`src/rtl/alu16_seq_pkg.sv`:
```
// alu16_seq_pkg -- shared constants for the 16-bit sequencer and its 8-bit ALU.
//   alu_op_t      : op codes understood by the external 8-bit ALU
//   alu16_op_t    : 16-bit operations run by alu16_seq (ADD16, INC16, DEC16, ADDSP)
//   alu16_state_t : alu16_seq FSM states
//   nib_carry()   : carry out of a 4-bit add, used for half-carry flags
package alu16_seq_pkg;

  typedef enum logic [3:0] {
    alu_NOP = 4'd0,
    alu_ADD = 4'd1,
    alu_ADC = 4'd2,
    alu_SUB = 4'd3,
    alu_SBC = 4'd4,
    alu_AND = 4'd5,
    alu_XOR = 4'd6,
    alu_OR  = 4'd7,
    alu_CP  = 4'd8
  } alu_op_t;

  typedef enum logic [1:0] {
    ADD16 = 2'd0,
    INC16 = 2'd1,
    DEC16 = 2'd2,
    ADDSP = 2'd3
  } alu16_op_t;

  typedef enum logic [1:0] {
    IDLE = 2'd0,
    LO   = 2'd1,
    HI   = 2'd2,
    DONE = 2'd3
  } alu16_state_t;

  // Carry out of x + y + cin over one nibble.
  function automatic logic nib_carry(input logic [3:0] x, input logic [3:0] y, input logic cin);
    logic [4:0] sum;
    sum = {1'b0, x} + {1'b0, y} + {4'b0000, cin};
    return sum[4];
  endfunction

endpackage

```
`src/rtl/alu16_seq.sv`:
```
// alu16_seq -- runs a 16-bit operation as two byte passes through an external
// 8-bit ALU (low byte, then high byte with carry), then pulses done.
// Ports:
//   clk, rst_b            clock, asynchronous active-low reset
//   start, op             request pulse (sampled in IDLE only) and operation
//   opnd_a, opnd_b        operands; ADDSP uses opnd_b[7:0] as signed e8
//   flags_in              current {Z,N,H,C}
//   busy, done, err       status; err is valid with done
//   result, flags_out     16-bit result and {Z,N,H,C}, held until next accepted start
//   alu_op/a/b/cf         drive to the 8-bit ALU
//   alu_res, alu_nf       ALU result and next flags
// Configuration: define ALU16_ADDSP_EN to support ADDSP; otherwise ADDSP
// completes in one cycle with err=1 and the operand/flags passed through.
module alu16_seq
  import alu16_seq_pkg::*;
(
  input  logic        clk,
  input  logic        rst_b,
  input  logic        start,
  input  alu16_op_t   op,
  input  logic [15:0] opnd_a,
  input  logic [15:0] opnd_b,
  input  logic [3:0]  flags_in,
  output logic        busy,
  output logic        done,
  output logic        err,
  output logic [15:0] result,
  output logic [3:0]  flags_out,
  output alu_op_t     alu_op,
  output logic [7:0]  alu_a,
  output logic [7:0]  alu_b,
  output logic [3:0]  alu_cf,
  input  logic [7:0]  alu_res,
  input  logic [3:0]  alu_nf
);

`ifdef ALU16_ADDSP_EN
  localparam logic ADDSP_EN = 1'b1;
`else
  localparam logic ADDSP_EN = 1'b0;
`endif

  alu16_state_t state_q, state_d;
  alu16_op_t    op_q;
  logic [15:0]  a_q, b_q;
  logic [3:0]   flags_q;
  logic         cy_q;
  logic [7:0]   lo_q;
  logic [15:0]  result_q;
  logic [3:0]   flags_out_q;
  logic         busy_q, done_q, err_q;

  logic         accept_s, unsup_s;
  logic [8:0]   hi_sum_s;
  logic [3:0]   flags_hi_s;
  logic         unused_nf_s;

  assign accept_s = (state_q == IDLE) && start;
  assign unsup_s  = (op == ADDSP) && !ADDSP_EN;
  // Only the carry bit of the ALU flags is consumed; H is rebuilt locally.
  assign unused_nf_s = ^alu_nf[3:1];

  // Next-state logic.
  always_comb begin
    state_d = state_q;
    case (state_q)
      IDLE: begin
        if (accept_s) begin
          state_d = unsup_s ? DONE : LO;
        end else begin
          state_d = IDLE;
        end
      end
      LO:      state_d = HI;
      HI:      state_d = DONE;
      DONE:    state_d = IDLE;
      default: state_d = IDLE;
    endcase
  end

  // ALU drive: low byte in LO, high byte with carry-in in HI, idle otherwise.
  always_comb begin
    alu_op = alu_NOP;
    alu_a  = 8'h00;
    alu_b  = 8'h00;
    alu_cf = 4'h0;
    case (state_q)
      LO: begin
        alu_a = a_q[7:0];
        case (op_q)
          ADD16:   begin alu_op = alu_ADD; alu_b = b_q[7:0]; end
          INC16:   begin alu_op = alu_ADD; alu_b = 8'h01;    end
          DEC16:   begin alu_op = alu_SUB; alu_b = 8'h01;    end
          ADDSP:   begin alu_op = alu_ADD; alu_b = b_q[7:0]; end
          default: begin alu_op = alu_NOP; alu_b = 8'h00;    end
        endcase
      end
      HI: begin
        alu_a  = a_q[15:8];
        alu_cf = {3'b000, cy_q};
        case (op_q)
          ADD16:   begin alu_op = alu_ADC; alu_b = b_q[15:8];     end
          INC16:   begin alu_op = alu_ADC; alu_b = 8'h00;         end
          DEC16:   begin alu_op = alu_SBC; alu_b = 8'h00;         end
          ADDSP:   begin alu_op = alu_ADC; alu_b = {8{b_q[7]}};   end
          default: begin alu_op = alu_NOP; alu_b = 8'h00;         end
        endcase
      end
      default: begin
        alu_op = alu_NOP;
        alu_a  = 8'h00;
        alu_b  = 8'h00;
        alu_cf = 4'h0;
      end
    endcase
  end

  // Flags captured at the end of HI, built from the latched operands and cy.
  always_comb begin
    hi_sum_s = {1'b0, a_q[15:8]} + {1'b0, b_q[15:8]} + {8'h00, cy_q};
    case (op_q)
      ADD16:   flags_hi_s = {flags_q[3], 1'b0, nib_carry(a_q[11:8], b_q[11:8], cy_q), hi_sum_s[8]};
      ADDSP:   flags_hi_s = {2'b00, nib_carry(a_q[3:0], b_q[3:0], 1'b0), cy_q};
      default: flags_hi_s = flags_q;
    endcase
  end

  // State and registered status outputs.
  always_ff @(posedge clk or negedge rst_b) begin
    if (!rst_b) begin
      state_q <= IDLE;
      busy_q  <= 1'b0;
      done_q  <= 1'b0;
      err_q   <= 1'b0;
    end else begin
      state_q <= state_d;
      busy_q  <= (state_d != IDLE);
      done_q  <= (state_d == DONE);
      err_q   <= accept_s && unsup_s;
    end
  end

  // Operand capture and byte-wise result assembly.
  always_ff @(posedge clk or negedge rst_b) begin
    if (!rst_b) begin
      op_q        <= ADD16;
      a_q         <= 16'h0000;
      b_q         <= 16'h0000;
      flags_q     <= 4'h0;
      cy_q        <= 1'b0;
      lo_q        <= 8'h00;
      result_q    <= 16'h0000;
      flags_out_q <= 4'h0;
    end else begin
      if (accept_s) begin
        op_q    <= op;
        a_q     <= opnd_a;
        b_q     <= opnd_b;
        flags_q <= flags_in;
        if (unsup_s) begin
          result_q    <= opnd_a;
          flags_out_q <= flags_in;
        end
      end
      if (state_q == LO) begin
        lo_q <= alu_res;
        cy_q <= alu_nf[0];
      end
      // Result is published whole so it never shows a half-updated value.
      if (state_q == HI) begin
        result_q    <= {alu_res, lo_q};
        flags_out_q <= flags_hi_s;
      end
    end
  end

  assign busy      = busy_q;
  assign done      = done_q;
  assign err       = err_q;
  assign result    = result_q;
  assign flags_out = flags_out_q;

endmodule

```
`config.mk`:
```
export PLATFORM = sky130hd
export DESIGN_NAME = alu16_seq
export DESIGN_NICKNAME = d
export VERILOG_FILES = /design/src/rtl/alu16_seq_pkg.sv /design/src/rtl/alu16_seq.sv
export SDC_FILE = /design/constraint.sdc
export NUM_CORES = 1
export LEC_CHECK = 0
export CAP_MARGIN = 10
export CORE_ASPECT_RATIO = 0.8
export CORE_UTILIZATION = 40
export CTS_CLUSTER_SIZE = 16
export DETAILED_ROUTE_END_ITERATION = 7
export PLACE_DENSITY = 0.67
export SETUP_SLACK_MARGIN = 0.5
export SLEW_MARGIN = 40
export SYNTH_ARGS = -nofsm -noshare
export SYNTH_HDL_FRONTEND = slang
export SYNTH_SLANG_ARGS = --single-unit
```
`constraint.sdc`:
```
create_clock -name clk -period 2.5 [get_ports clk]
set_input_delay 0.25 -clock clk [delete_from_list [all_inputs] [get_ports clk]]
set_output_delay 0.25 -clock clk [all_outputs]
set_load 0.01 [all_outputs]
```
==> impl_metrics.py <==
metrics = {
    "die": {
        "die_h_um": 85.92,
        "core_area_um2": 8521,
        "dieArea_um2": 9184,
        "rows": 30,
        "start_util_pct": 41.32,
        "io_pins": 100,
        "die_x_um": 106.9,
    },
    "yosys": {
        "ys.flop_type": "dfrtp_1",
        "synth_area_per_cell_um2": 11.70,
        "yosysWarnings": 0,
        "syn_area_um2": 3521,
        "synth_edf_count": 0,
        "synthArstFlopShare_pct": 100.0,
        "synth_seq_area_share_pct": 51.17,
        "synth_cells": 301,
        "ys_types": 36,
        "ys_ff_latch": 72,
    },
    "cells_and_area": {
        "syn2layout_area_growth_pct": 41.15,
        "finalNetCount": 480,
        "diodes": 0,
        "final_util_pct": 58.33,
        "layout_common_cells": "dfrtp_1, clkdlybuf4s50_1, nand2_1, mux2_2, o21ai_1",
        "final_layout_size_suffix_gt1_share_pct": 28.67,
        "final_common_cell": "dfrtp_1",
    },
    "global_routing": {
        "grtUsageMet1_pct": 27.32,
        "grt_max_degree": 48,
        "antenna_found_initial": 0,
        "grt_busiest_layer": "met2",
        "grt_pass1_wl_um": 13850,
        "use_met2_pct": 31.32,
        "grt-ovfl-total": 0,
        "grt_pass1_vias": 2725,
        "met3_usage_pct": 6.459,
        "grt_usage_pct": 20.16,
    },
    "clock_network": {
        "cts_buffers": 9,
        "cts_tree": "built",
        "cts_buffer_depth": 2,
        "insertion_delay_ns": 0.35,
        "htreeDepth": 3,
        "cts_root_buf": "clkbuf_8",
        "clkSlewWorstSetupHoldPaths_ns": 0.08,
        "cts.sinks": 72,
    },
    "timing": {
        "fin_setup_tns_ns": 0,
        "min_period_over_period_pct": 81.20,
        "max_clock_freq_ghz": 0.4926,
        "skew_ns": 0.005848,
        "rsz0062_at_grt": "yes",
        "slew_headroom_pct": 57.17,
        "finalHoldViolCount": 0,
        "maxSlewViolCount": 0,
        "layout_min_cycle_time_ns": 2.030,
        "finalSetupViolations": 0,
        "worstMarginPinSlew_ns": 0.6425,
    },
    "setup_path": {
        "start_kind": "flip-flop",
        "path_common_cell": "buf_4",
        "crit_chain": "buf_4 -> ha_4 -> buf_4 -> buf_12 -> and3_1 -> dlygate4sd2_1",
        "path_max_fanout": 13,
        "cp_data_required_time_ns": 2.25,
        "path_class": "flip-flop to output pin",
        "end_kind": "output pin",
        "crit_path_top_delay_cell": "dfrtp_1",
        "cpPeakStageDelay_ns": 0.38,
        "crit_arrival_ns": 1.78,
    },
    "routing": {
        "drcViolationCount": 0,
        "wl_per_cell_um": 16.57,
        "first_pass_iters": 4,
        "vias": 2694,
        "viasPerCell": 5.112,
        "antenna_left": 0,
        "first_iter_violations": 107,
        "wl_um": 8735,
    },
    "pwr": {
        "p_total_mw": 6.214,
        "irDropWorstVdd_mv": 0.5307,
        "leakage_nw": 2.265,
        "powerDensity_nw_per_um2": 1250,
    },
    "placement": {
        "dp_hpwl_um": 5899,
        "io_buffers": 92,
        "place_congestion": 0.7842,
    },
    "run_status": {
        "status": "completed",
    },
    "hold_path": {
        "hp-class": "input pin to asynchronous set/reset pin",
    },
    "flow_run": {
        "max_cap_violations": 0,
    },
}
==> metrics by stage <==
stage	instances	hold slack [ns]	setup slack [ns]	area [um2]
final	527	0.4650	0.4699	4970
after global routing	527	0.4722	0.3921	4970
after CTS	522	0.4616	0.3221	4921
after detailed placement	500	0.2984	0.2682	4574
after global placement	500	0.2942	0.3089	4574
after floorplan	304	-0.04559	0.8583	3532
==> registers in the layout (all words and copies together), names as in the netlist <==
name       flops
op_q           2
result        16
flags_q        4
cy_q           1
a_q           16
flags_out      4
busy           1
err            1
done           1
state_q        2
lo_q           8
b_q           16
==> cell usage after synthesis, types with 3 or more instances <==
library cell,count,area [um2]
a211oi_1,3,22.52
a21oi_1,13,65.06
a22oi_1,8,60.06
buf_2,6,30.03
buf_4,5,37.54
buf_6,3,33.78
clkbuf_1,4,15.01
dfrtp_1,72,1802
ha_1,17,212.7
inv_1,8,30.03
mux2_1,10,112.6
mux2_2,29,326.6
mux2_4,9,135.1
mux2i_1,17,170.2
nand2_1,31,116.4
nor2_1,13,48.80
o21ai_0,14,70.07
o21ai_1,17,85.08
==> worst max-delay path, delay by kind of cell (launching register included) <==
kind / cells / cell delay, ns
flops: 1 / 0.38
fa+ha+maj: 1 / 0.16
simple gates: 1 / 0.19
buf+inv: 4 / 0.70
==> path summary, 6_finish.rpt <==
check	from	endpoint	slack, ns	cells past startpoint
worst min register to register	lo_q[6]	result[6]	0.49	2
worst max-delay path	state_q[1]	alu_op[2]	0.47	6
min in group clk	alu_res[4]	result[12]	0.47	3
max in group asynchronous	rst_b	result[7]	1.35	3
worst max register to register	state_q[0]	flags_q[3]	0.66	5
worst min-delay path	rst_b	b_q[5]	0.46	2
==> logic make-up (layout without fill, tap and decap cells) <==
kind of cell	after synthesis	count (layout)	share of synthesized area (%)
AO/OA/AOI/OAI	62	62	10.23
adder cells (fa/ha/maj)	17	17	6.041
buffers and inverters	28	139	4.371
flip-flops	72	72	51.17
multiplexers	65	65	21.14
other	1	4	0.1065
AND/OR/NAND/NOR	56	56	6.930
==> report_power, final <==
group	total [mW]	switching (mW)	internal (mW)
Clock	0.909	0.449	0.460
Sequential	2.19	0.441	1.75
Combinational	3.11	1.42	1.69
==> metal layers <==
layer / share of wire (%) / vias up / routed length, um
met5: 0 / - / 0
met4: 1.1 / 0 / 94
met3: 6.7 / 11 / 588
met2: 46 / 96 / 3977
met1: 47 / 1314 / 4075
li1: - / 1273 / -
==> cell type report <==
type / instances / area, um2
Fill cell: 741 / 3551
Sequential cell: 72 / 1802
Multi-Input combinational cell: 204 / 1683
Timing Repair Buffer: 113 / 1110
Tap cell: 112 / 140.1
Clock buffer: 9 / 123.9
Clock inverter: 7 / 70.07
Inverter: 10 / 41.29
==> what timing repair did <==
action                                 in CTS  in global routing
hold buffers                                1                  0
pin swaps                                   3                 10
resized for setup                          57                 50
endpoints found under the hold margin      25                  0
cloned                                      2                  0
setup buffers                               3                  5
setup endpoints to repair                  20                 19
Note: power is estimated with default switching activity, not from simulation.
